[config.mk]
export PLATFORM = sky130hd
export DESIGN_NAME = uart_param_top_flat
export DESIGN_NICKNAME = d
export VERILOG_FILES = /design/src/rtl/uart_param_if.sv /design/src/rtl/uart_param_top.sv /design/src/flat_wrapper.sv
export SDC_FILE = /design/constraint.sdc
export NUM_CORES = 1
export LEC_CHECK = 0
export BUFFER_PORTS_ARGS = -buffer_cell sky130_fd_sc_hd__buf_2
export CAP_MARGIN = 20
export CORE_MARGIN = 2
export CORE_UTILIZATION = 52
export CTS_CLUSTER_DIAMETER = 150
export DETAILED_ROUTE_END_ITERATION = 10
export PLACE_DENSITY_LB_ADDON = 0.25
export SYNTH_ARGS = -nofsm -noshare
export SYNTH_HDL_FRONTEND = slang
export SYNTH_SLANG_ARGS = --single-unit
[constraint.sdc]
create_clock -name clk -period 1.87 [get_ports clk]
set_input_delay 0.561 -clock clk [delete_from_list [all_inputs] [get_ports clk]]
set_output_delay 0.561 -clock clk [all_outputs]
set_load 0.01 [all_outputs]
[src/rtl/uart_param_if.sv]
// Signal bundle between the UART and its surroundings: master = bus/pad side, slave = UART.
`timescale 1ns / 1ps

interface uart_param_if #(
    parameter int unsigned DATA_BITS = 8
);
    logic                 rx;
    logic                 tx;
    logic [DATA_BITS-1:0] dintx;
    logic                 newd;
    logic                 parity_odd;
    logic                 busytx;
    logic                 donetx;
    logic [DATA_BITS-1:0] doutrx;
    logic                 donerx;
    logic                 frame_err;
    logic                 parity_err;

    modport master (
        output rx, dintx, newd, parity_odd,
        input  tx, busytx, donetx, doutrx, donerx, frame_err, parity_err
    );

    modport slave (
        input  rx, dintx, newd, parity_odd,
        output tx, busytx, donetx, doutrx, donerx, frame_err, parity_err
    );
endinterface

[src/rtl/uart_param_top.sv]
// Parametrised full-duplex UART with independent TX and RX state machines.
// Define UART_PARITY_EN to add a parity bit to both directions.
`timescale 1ns / 1ps

module uart_param_top #(
    parameter int unsigned CLK_FREQ  = 1000000,
    parameter int unsigned BAUD_RATE = 9600,
    parameter int unsigned DATA_BITS = 8,
    parameter int unsigned STOP_BITS = 1
) (
    input logic         clk,
    input logic         rst,
    uart_param_if.slave bus
);
    localparam int unsigned BitCycles  = CLK_FREQ / BAUD_RATE;
    localparam int unsigned HalfCycles = BitCycles / 2;
    localparam int unsigned StopCycles = STOP_BITS * BitCycles;
    localparam int unsigned CntW       = $clog2(StopCycles + 1);
    localparam int unsigned BitW       = $clog2(DATA_BITS);

    localparam logic [2:0] StIdle   = 3'd0;
    localparam logic [2:0] StStart  = 3'd1;
    localparam logic [2:0] StData   = 3'd2;
`ifdef UART_PARITY_EN
    localparam logic [2:0] StParity = 3'd3;
`endif
    localparam logic [2:0] StStop   = 3'd4;

    logic [2:0]           tx_state_q, tx_state_d;
    logic [CntW-1:0]      tx_cnt_q, tx_cnt_d;
    logic [BitW-1:0]      tx_bit_q, tx_bit_d;
    logic [DATA_BITS-1:0] tx_shift_q, tx_shift_d;
    logic                 tx_q, tx_d, busy_q, busy_d, donetx_q, donetx_d;
    logic                 tx_bit_end;
`ifdef UART_PARITY_EN
    logic                 tx_par_q, tx_par_d;
`endif

    assign tx_bit_end = (tx_cnt_q == CntW'(BitCycles - 1));

    always_comb begin
        tx_state_d = tx_state_q;
        tx_cnt_d   = tx_cnt_q + CntW'(1);
        tx_bit_d   = tx_bit_q;
        tx_shift_d = tx_shift_q;
        tx_d       = tx_q;
        busy_d     = busy_q;
        donetx_d   = 1'b0;
`ifdef UART_PARITY_EN
        tx_par_d   = tx_par_q;
`endif
        case (tx_state_q)
            StIdle: begin
                tx_cnt_d = '0;
                // The cycle that carries donetx must not accept a new word.
                if (bus.newd && !donetx_q) begin
                    tx_state_d = StStart;
                    tx_shift_d = bus.dintx;
                    tx_d       = 1'b0;
                    busy_d     = 1'b1;
`ifdef UART_PARITY_EN
                    tx_par_d   = ^bus.dintx ^ bus.parity_odd;
`endif
                end
            end
            StStart: begin
                if (tx_bit_end) begin
                    tx_cnt_d   = '0;
                    tx_bit_d   = '0;
                    tx_state_d = StData;
                    tx_d       = tx_shift_q[0];
                end
            end
            StData: begin
                if (tx_bit_end) begin
                    tx_cnt_d = '0;
                    if (tx_bit_q == BitW'(DATA_BITS - 1)) begin
`ifdef UART_PARITY_EN
                        tx_state_d = StParity;
                        tx_d       = tx_par_q;
`else
                        tx_state_d = StStop;
                        tx_d       = 1'b1;
`endif
                    end else begin
                        tx_bit_d   = tx_bit_q + BitW'(1);
                        tx_shift_d = tx_shift_q >> 1;
                        tx_d       = tx_shift_q[1];
                    end
                end
            end
`ifdef UART_PARITY_EN
            StParity: begin
                if (tx_bit_end) begin
                    tx_cnt_d   = '0;
                    tx_state_d = StStop;
                    tx_d       = 1'b1;
                end
            end
`endif
            StStop: begin
                if (tx_cnt_q == CntW'(StopCycles - 1)) begin
                    tx_cnt_d   = '0;
                    tx_state_d = StIdle;
                    busy_d     = 1'b0;
                    donetx_d   = 1'b1;
                end
            end
            default: begin
                tx_state_d = StIdle;
                tx_cnt_d   = '0;
                tx_d       = 1'b1;
                busy_d     = 1'b0;
            end
        endcase
    end

    always_ff @(posedge clk) begin
        if (rst) begin
            tx_state_q <= StIdle;
            tx_cnt_q   <= '0;
            tx_bit_q   <= '0;
            tx_shift_q <= '0;
            tx_q       <= 1'b1;
            busy_q     <= 1'b0;
            donetx_q   <= 1'b0;
`ifdef UART_PARITY_EN
            tx_par_q   <= 1'b0;
`endif
        end else begin
            tx_state_q <= tx_state_d;
            tx_cnt_q   <= tx_cnt_d;
            tx_bit_q   <= tx_bit_d;
            tx_shift_q <= tx_shift_d;
            tx_q       <= tx_d;
            busy_q     <= busy_d;
            donetx_q   <= donetx_d;
`ifdef UART_PARITY_EN
            tx_par_q   <= tx_par_d;
`endif
        end
    end

    logic                 rx_s1_q, rx_s2_q, rx_prev_q;
    logic [2:0]           rx_state_q, rx_state_d;
    logic [CntW-1:0]      rx_cnt_q, rx_cnt_d;
    logic [BitW-1:0]      rx_bit_q, rx_bit_d;
    logic [DATA_BITS-1:0] rx_shift_q, rx_shift_d, doutrx_q, doutrx_d;
    logic                 donerx_q, donerx_d, frame_err_q, frame_err_d;
    logic                 rx_bit_end;
`ifdef UART_PARITY_EN
    logic                 rx_par_q, rx_par_d, parity_err_q, parity_err_d;
`endif

    assign rx_bit_end = (rx_cnt_q == CntW'(BitCycles - 1));

    always_comb begin
        rx_state_d  = rx_state_q;
        rx_cnt_d    = rx_cnt_q + CntW'(1);
        rx_bit_d    = rx_bit_q;
        rx_shift_d  = rx_shift_q;
        doutrx_d    = doutrx_q;
        donerx_d    = 1'b0;
        frame_err_d = 1'b0;
`ifdef UART_PARITY_EN
        rx_par_d     = rx_par_q;
        parity_err_d = 1'b0;
`endif
        case (rx_state_q)
            StIdle: begin
                rx_cnt_d = '0;
                // The edge-detect cycle already counts towards the start-bit midpoint.
                if (!rx_s2_q && rx_prev_q) begin
                    rx_state_d = StStart;
                    rx_cnt_d   = CntW'(1);
                end
            end
            StStart: begin
                if (rx_cnt_q == CntW'(HalfCycles - 1)) begin
                    rx_cnt_d   = '0;
                    rx_bit_d   = '0;
                    rx_state_d = rx_s2_q ? StIdle : StData;
                end
            end
            StData: begin
                if (rx_bit_end) begin
                    rx_cnt_d   = '0;
                    rx_shift_d = {rx_s2_q, rx_shift_q[DATA_BITS-1:1]};
                    if (rx_bit_q == BitW'(DATA_BITS - 1)) begin
`ifdef UART_PARITY_EN
                        rx_state_d = StParity;
`else
                        rx_state_d = StStop;
`endif
                    end else begin
                        rx_bit_d = rx_bit_q + BitW'(1);
                    end
                end
            end
`ifdef UART_PARITY_EN
            StParity: begin
                if (rx_bit_end) begin
                    rx_cnt_d   = '0;
                    rx_par_d   = rx_s2_q;
                    rx_state_d = StStop;
                end
            end
`endif
            StStop: begin
                if (rx_bit_end) begin
                    rx_cnt_d     = '0;
                    rx_state_d   = StIdle;
                    doutrx_d     = rx_shift_q;
                    donerx_d     = 1'b1;
                    frame_err_d  = !rx_s2_q;
`ifdef UART_PARITY_EN
                    parity_err_d = rx_par_q ^ (^rx_shift_q) ^ bus.parity_odd;
`endif
                end
            end
            default: begin
                rx_state_d = StIdle;
                rx_cnt_d   = '0;
            end
        endcase
    end

    always_ff @(posedge clk) begin
        if (rst) begin
            rx_s1_q      <= 1'b1;
            rx_s2_q      <= 1'b1;
            rx_prev_q    <= 1'b1;
            rx_state_q   <= StIdle;
            rx_cnt_q     <= '0;
            rx_bit_q     <= '0;
            rx_shift_q   <= '0;
            doutrx_q     <= '0;
            donerx_q     <= 1'b0;
            frame_err_q  <= 1'b0;
`ifdef UART_PARITY_EN
            rx_par_q     <= 1'b0;
            parity_err_q <= 1'b0;
`endif
        end else begin
            rx_s1_q      <= bus.rx;
            rx_s2_q      <= rx_s1_q;
            rx_prev_q    <= rx_s2_q;
            rx_state_q   <= rx_state_d;
            rx_cnt_q     <= rx_cnt_d;
            rx_bit_q     <= rx_bit_d;
            rx_shift_q   <= rx_shift_d;
            doutrx_q     <= doutrx_d;
            donerx_q     <= donerx_d;
            frame_err_q  <= frame_err_d;
`ifdef UART_PARITY_EN
            rx_par_q     <= rx_par_d;
            parity_err_q <= parity_err_d;
`endif
        end
    end

    assign bus.tx        = tx_q;
    assign bus.busytx    = busy_q;
    assign bus.donetx    = donetx_q;
    assign bus.doutrx    = doutrx_q;
    assign bus.donerx    = donerx_q;
    assign bus.frame_err = frame_err_q;
`ifdef UART_PARITY_EN
    assign bus.parity_err = parity_err_q;
`else
    assign bus.parity_err = 1'b0;
`endif
endmodule

[src/flat_wrapper.sv]
// flat-port wrapper written by rule: the top's interface ports become plain ports
module uart_param_top_flat 
#(
    parameter int unsigned CLK_FREQ  = 1000000,
    parameter int unsigned BAUD_RATE = 9600,
    parameter int unsigned DATA_BITS = 8,
    parameter int unsigned STOP_BITS = 1
)
  (clk, rst, bus_rx, bus_dintx, bus_newd, bus_parity_odd, bus_tx, bus_busytx, bus_donetx, bus_doutrx, bus_donerx, bus_frame_err, bus_parity_err);
  uart_param_if #(.DATA_BITS(DATA_BITS)) bus_i ();
  input logic clk;
  input logic rst;
  input wire logic [$bits(bus_i.rx)-1:0] bus_rx;
  input wire logic [$bits(bus_i.dintx)-1:0] bus_dintx;
  input wire logic [$bits(bus_i.newd)-1:0] bus_newd;
  input wire logic [$bits(bus_i.parity_odd)-1:0] bus_parity_odd;
  output wire logic [$bits(bus_i.tx)-1:0] bus_tx;
  output wire logic [$bits(bus_i.busytx)-1:0] bus_busytx;
  output wire logic [$bits(bus_i.donetx)-1:0] bus_donetx;
  output wire logic [$bits(bus_i.doutrx)-1:0] bus_doutrx;
  output wire logic [$bits(bus_i.donerx)-1:0] bus_donerx;
  output wire logic [$bits(bus_i.frame_err)-1:0] bus_frame_err;
  output wire logic [$bits(bus_i.parity_err)-1:0] bus_parity_err;
  assign bus_i.rx = bus_rx;
  assign bus_i.dintx = bus_dintx;
  assign bus_i.newd = bus_newd;
  assign bus_i.parity_odd = bus_parity_odd;
  assign bus_tx = bus_i.tx;
  assign bus_busytx = bus_i.busytx;
  assign bus_donetx = bus_i.donetx;
  assign bus_doutrx = bus_i.doutrx;
  assign bus_donerx = bus_i.donerx;
  assign bus_frame_err = bus_i.frame_err;
  assign bus_parity_err = bus_i.parity_err;
  uart_param_top #(.CLK_FREQ(CLK_FREQ), .BAUD_RATE(BAUD_RATE), .DATA_BITS(DATA_BITS), .STOP_BITS(STOP_BITS)) u_core (.clk(clk), .rst(rst), .bus(bus_i));
endmodule
==> metrics.md, run 1 <==
| Metric | Value |
|---|---|
| Clk Tree Root Cell | clkbuf_8 |
| Leak | approximately 1.4 nW |
| Die ar. | approximately 5700 µm² |
| Distinct cells, synth | between 50 and 60 |
| Pwr Total | ~2.7 mW |
| Hold_sp | u_core.rx_s1_q |
| Register-to-register setup slack | ~0.11 ns |
| Final period util | between 90% and 100% |
| Worst EP required | between 2 and 2.5 ns |
| # IOs | 27 |
| Rel. slew slack | between 60% and 70% |
| DP Wirelength | about 3.2 mm |
| Count of flip-flops with a built-in enable after synthesis | 0 |
| Clk sink count | 58 |
| Final ANT Viol Nets | 0 |
| Status | finished clean |
| RR Startpoint | u_core.tx_cnt_q[6] |
| Worst skew pair latency | around 0.32 ns |
| Flip-flop and latch count after synthesis | between 50 and 60 |
| Vias | roughly 2000 |
| Die width | between 70 and 80 µm |
| Layout fillers | slightly above 400 |
| Mapped Cells | around 280 |
| Non-filler cells, final | 388 |
| Register area share after synthesis | between 40% and 50% |
| CTS tree | yes |
| Setup violations, final | 0 |
| DR pass1 iterations | 5 |
| Synth warn | 0 |
| Mean Syn Cell Area | approximately 9.6 µm² |
| Placed Cells | 369 |
| Cell taking the most area after synthesis | dfxtp_1 |
| Die H | around 75 µm |
| First-pass GRT wire length | 7.541 mm |
| Final nets | roughly 340 |
| Slew Limit Fails | 0 |
| Synth area leaders | dfxtp_1, mux2i_1, nor2_1, a21oi_1, ha_1 |
| Count leader, synth | dfxtp_1 |
| Synth Flop Type | dfxtp_1 |
| Power Density | about 840 nW/µm² |
| CTS H-tree depth | 3 |
| Highest achievable clock rate | 0.5695 GHz |
| Pin count of the biggest net entering global routing | 27 |
| CP Max Fanout | 15 |
| Initial Util | between 50% and 60% |
| Max cap viols | 0 |
| Footprint of the multi-input gates | between 1000 and 1500 µm² |
| Most instantiated cells after synthesis | dfxtp_1, nor2_1, mux2i_1, a21oi_1, clkbuf_1 |
| Post-synth net total | 295 |
| Final Hold Violating Endpoints | 0 |
| TritonCTS buffer count | 9 |
| Hold path cells | 1 |
| CTS Buffer Depth | 2 |
| Initial antenna violation count | 0 |
| Wire length after detailed routing | between 4 and 5 mm |
| Drt drc | 0 |
| Setup CP Type | flop to flop |
| Hold Crit Class | flop to flop |
| Grt total ovfl | 0 |
| WL/cell | around 12 µm |
| Endpoint class of the critical path | flop |
| Hold_ws | 0.4135 ns |
| Core area | 4817 µm² |
| Top cell type's share of synthesized area | 43.98% |
| WHS Endpoint | u_core.rx_s2_q |
| Worst Clk Skew | ~0.0095 ns |
| GRT Overall Usage | between 10% and 20% |
| Rows | 25 |
| R2R cell count | 5 |
| FFs w/ async S/R, synth | 0% |
| RSZ-0062 raised after global routing | no |
| CTS clock-pin slew for the worst setup and hold paths | about 0.070 ns |
| Worst r2r dst | u_core.tx_shift_q[2] |
| Arrival time at the worst endpoint | 1.99 ns |
| Area Overhead vs Synth | 20.76% |
| Post-Syn Area | approximately 2600 µm² |
| Ant diodes | 0 |
| Maximum vdd drop | around 0.0006 V |
| FF+latch area | 1162 µm² |
| Vias/cell | roughly 5.3 |
| Buffers added on ports | 24 |
| Nature of the critical path startpoint | flop |
| Gpl congestion | about 0.8 |
| Slew of the pin with the lowest slew margin | ~0.58 ns |
| Final Critical Period | about 1.8 ns |
| DR iter-0 viols | 48 |
| Layout cells sized above 1 | a little over a quarter |
| Vias in the first global route | between 1500 and 2000 |
==> flip-flops by register name (all words and copies together), names as in the netlist, 3 cells and up <==
name	count
u_core.rx_shift_q	8
u_core.tx_state_q	3
u_core.rx_state_q	3
u_core.tx_cnt_q	7
u_core.bus.doutrx	8
u_core.rx_cnt_q	7
u_core.tx_shift_q	8
u_core.tx_bit_q	3
u_core.rx_bit_q	3
==> area by class of cell <==
cell class	count	area share (%)
multi-input combinational	195	43.60
tap	67	2.630
clock inverter	5	2.473
clock buffer	10	4.317
inverter	5	0.5887
timing repair buffer	48	9.929
sequential	58	36.46
==> routing by layer <==
metal	vias to the layer above	GRT usage (%)	wire length [µm]
met3	9	4.552	140
met1	946	21.46	2247
li1	1058	-	-
met4	0	8.577	104
met2	30	28.17	2191
met5	-	0	0
==> power by group <==
group	switching (mW)	total [mW]	leakage, nW	internal [mW]
Combinational	0.0837	0.159	0.792	0.0749
Sequential	0.0222	1.29	0.471	1.26
Clock	0.472	1.25	0.112	0.776
Total	0.577	2.69	1.38	2.12
==> what timing repair did <==
action / CTS / global route
setup endpoints to repair: 8 / 7
pin swaps: 1 / 1
hold buffers: 0 / 0
gates resized for setup: 0 / 6
setup buffers: 2 / 2
==> kinds of logic (layout without fill, tap and decap cells) <==
| group | count (synthesis) | in the layout | synth area share [%] |
|---|---|---|---|
| simple gates | 106 | 106 | 21.80 |
| compound gates | 42 | 42 | 12.32 |
| buf+inv | 23 | 68 | 4.170 |
| other cells | 1 | 1 | 0.1420 |
| xor+xnor | 11 | 11 | 3.649 |
| flops | 58 | 58 | 43.98 |
| fa+ha+maj | 6 | 6 | 2.844 |
| mux | 29 | 29 | 11.09 |
==> cell usage in the layout (no fill, tap or decap), types with 2 or more instances in the layout <==
cell type,synthesis,layout
bufinv_16,0,2
a22o_1,2,2
nand2_1,9,9
nand2b_1,7,7
nor2b_1,2,2
nand3_1,9,9
inv_1,4,4
a211oi_1,4,4
clkbuf_8,1,10
clkinv_2,0,2
mux2_2,2,2
nor2_1,46,46
a311oi_1,4,4
ha_1,6,5
xor2_1,6,6
dfxtp_1,58,57
or2_2,5,5
mux2i_1,27,27
nand4_1,3,3
or3b_2,2,2
xnor2_1,5,5
nor3_1,5,5
nor3b_1,2,2
a211o_1,2,2
a311oi_2,3,3
buf_4,1,22
a21oi_1,17,17
nor4_1,3,3
buf_2,2,24
==> critical path: stages (launching register included) <==
cell	delay [ns]
dfxtp_1	0.35
or3b_4	0.41
o41ai_4	0.39
buf_12	0.19
a21oi_1	0.07
a311oi_1	0.26
==> worst max path at each step <==
stage,start,endpoint,depth (start not counted)
after detailed placement,u_core.tx_bit_q[0],u_core.tx_shift_q[7],5
after global routing,u_core.tx_bit_q[1],u_core.tx_bit_q[0],7
after CTS,u_core.rx_bit_q[0],u_core.rx_bit_q[2],6
after floorplan,u_core.rx_bit_q[0],u_core.rx_bit_q[0],5
final,u_core.tx_cnt_q[6],u_core.tx_shift_q[2],5
after global placement,u_core.tx_bit_q[0],u_core.tx_shift_q[7],5
==> stage by stage <==
stage | util (%) | TNS, ns | worst slack, ns | cell area, µm²
final | 66.18 | 0 | 0.1139 | 3188
after global routing | 66.18 | 0 | 0.02196 | 3188
after CTS | 65.32 | 0 | 0.0002691 | 3147
after detailed placement | 60.26 | -1.700 | -0.2419 | 2903
after global placement | 60.26 | -1.257 | -0.2075 | 2903
after floorplan | - | 0 | 0.02673 | 2640
No activity file was read; power rests on OpenSTA's default activity.
==> run 2, diff against run 1 <==
--- a/config.mk
+++ b/config.mk
@@ -8,10 +8,11 @@
 export BUFFER_PORTS_ARGS = -buffer_cell sky130_fd_sc_hd__buf_2
 export CAP_MARGIN = 20
 export CORE_MARGIN = 2
-export CORE_UTILIZATION = 52
+export CORE_UTILIZATION = 25
 export CTS_CLUSTER_DIAMETER = 150
 export DETAILED_ROUTE_END_ITERATION = 10
 export PLACE_DENSITY_LB_ADDON = 0.25
+export RECOVER_POWER = 50
 export SYNTH_ARGS = -nofsm -noshare
 export SYNTH_HDL_FRONTEND = slang
 export SYNTH_SLANG_ARGS = --single-unit
==> run 2 against run 1 <==
  * Clock-buffer cell count unchanged
  * Via count fell by 0.29%
  * First-iteration DRC count increased by 4.2%
  * Register-to-register slack improved by 0.02 ns
  * Hold slack hardly changed
  * Global-route usage decreased by 7.5 points
  * Critical path type unchanged
  * Critical endpoint is now u_core.tx_shift_q[6]
==> metrics.md, run 2 (synthesis gave the netlist of run 1 again) <==
| Metric | Value |
|---|---|
| Layout cells sized above 1 | about a quarter |
| Final Critical Period | roughly 1.7 ns |
| Crit-path max cell delay | about 0.41 ns |
| Final Hold Violating Endpoints | 0 |
| Pre-CTS WS | -0.2521 ns |
| Die H | between 100 and 150 µm |
| Setup CP Type | flop to flop |
| Initial Util | between 20% and 30% |
| Status | finished clean |
| Vias in the first global route | between 1500 and 2000 |
| Endpoint class of the critical path | flop |
| TritonCTS buffer count | 9 |
| Area Overhead vs Synth | 22.94% |
| Slew Limit Fails | 0 |
| Ant diodes | 0 |
| Commonest cells after routing, fill and taps aside | dfxtp_1, nor2_1, mux2i_1 |
| Power Density | approximately 800 nW/µm² |
| Setup violations, final | 0 |
| Worst Path Buf+Inv | 1 |
| CTS Buffer Depth | 2 |
| Maximum vdd drop | between 0.0003 and 0.0004 V |
| DR pass1 iterations | 4 |
| Clk Tree Root Cell | clkbuf_8 |
| WP depth | 5 |
| Grt total ovfl | 0 |
| Hold path cells | 1 |
| Vias | approximately 2000 |
| Clk sink count | a little under 60 |
| Rows | 37 |
| Initial antenna violation count | 0 |
| Hold_ws | 0.4135 ns |
| Slowest CP cell | or3b_4 |
| Layout fillers | roughly 1100 |
| Footprint of the multi-input gates | about 1400 µm² |
| DR iter-0 viols | 50 |
| GRT Overall Usage | approximately a tenth |
| Final setup margin | ~0.13 ns |
| WL/cell | approximately 11 µm |
| CP Max Fanout | 15 |
| Core area | just over 10000 µm² |
| Slew of the pin with the lowest slew margin | between 0.6 and 0.7 ns |
| First-pass GRT wire length | 8.818 mm |
| Drt drc | 0 |
| CTS clock-pin slew for the worst setup and hold paths | ~0.07 ns |
| Final nets | 339 |
| CTS tree | yes |
| FF+latch area | 1162 µm² |
| Vias/cell | around 4.4 |
| R2R cell count | 5 |
| Arrival time at the worst endpoint | slightly below 2 ns |
| Largest delay share family, worst path | compound AO/OA/AOI/OAI gates |
| Setup TNS | 0 ns |
| Worst EP required | 2.11 ns |
| Worst Clk Skew | roughly 0.0096 ns |
| Hold Crit Class | flop to flop |
| Worst skew pair latency | about 0.33 ns |
| Buffers added on ports | 24 |
| Wire length after detailed routing | a little over 5 mm |
| Die ar. | 11400 µm² |
| Placed Cells | 443 |
| Leak | around 1.3 nW |
| Non-filler cells, final | 461 |
| Commonest non-fill, non-tap cell in the layout | dfxtp_1 |
| Crit-path cells | or3b_4, o41ai_4, buf_12, a21oi_1, a311oi_2 |
| Max cap viols | 0 |
| Rel. slew slack | 59.74% |
| RSZ-0062 raised after global routing | no |
| Pin count of the biggest net entering global routing | 23 |
| Highest achievable clock rate | ~0.57 GHz |
| # IOs | 27 |
| Die width | around 110 µm |
| CTS H-tree depth | 3 |
| Gpl congestion | 0.7715 |
| Nature of the critical path startpoint | flop |
| Hold-fix buffers, CTS | 0 |
| Post-Route Utilization | between 30% and 40% |
| DP Wirelength | around 3.6 mm |
| Final period util | slightly above 90% |
| Final ANT Viol Nets | 0 |
-- run 2: path summary, 6_finish.rpt --
path	startpoint	end	slack, ns
hold reg to reg	u_core.rx_s1_q	u_core.rx_s2_q	0.41
hold / removal	u_core.rx_s1_q	u_core.rx_s2_q	0.41
setup reg to reg	u_core.tx_cnt_q[6]	u_core.tx_shift_q[6]	0.13
setup / recovery	u_core.tx_cnt_q[6]	u_core.tx_shift_q[6]	0.13
-- run 2: routing by layer --
| layer | vias up | part of all wire [%] | routed length (µm) | global-route usage, % |
|---|---|---|---|---|
| li1 | 1063 | - | - | - |
| met1 | 937 | 49 | 2496 | 11.31 |
| met2 | 33 | 46 | 2370 | 15.83 |
| met3 | 4 | 4.2 | 214 | 4.134 |
| met4 | 0 | 1.2 | 60 | 4.545 |
| met5 | - | 0 | 0 | 0 |
-- run 2: layout make-up --
| class | instances | share of cell area [%] |
|---|---|---|
| Clock buffer | 10 | 4.241 |
| Clock inverter | 6 | 2.043 |
| Inverter | 5 | 0.5783 |
| Multi-Input combinational cell | 195 | 42.56 |
| Sequential cell | 58 | 35.81 |
| Tap cell | 136 | 5.243 |
| Timing Repair Buffer | 51 | 9.522 |
-- run 2: metrics by stage --
step	instance area [µm²]	total power, mW
6_report	3246	2.608
3_3_place_gp	3027	1.471
4_1_cts	3272	2.675
3_5_place_dp	3027	1.473
2_1_floorplan	2640	1.425
5_1_grt	3246	2.753
-- run 2: power by group --
part | internal [mW] | switching (mW) | leakage, nW | total [mW]
Combinational | 0.0761 | 0.0860 | 0.724 | 0.162
Clock | 0.650 | 0.509 | 0.0945 | 1.16
Sequential | 1.26 | 0.0226 | 0.471 | 1.29
Total | 1.99 | 0.618 | 1.29 | 2.61
-- run 2: what timing repair did --
| action | CTS | global route |
|---|---|---|
| endpoints found under the hold margin | 0 | 0 |
| pin swaps | 3 | 2 |
| setup buffers | 2 | 0 |
| gates resized for setup | 4 | 1 |
| endpoints found under the setup margin | 11 | 4 |
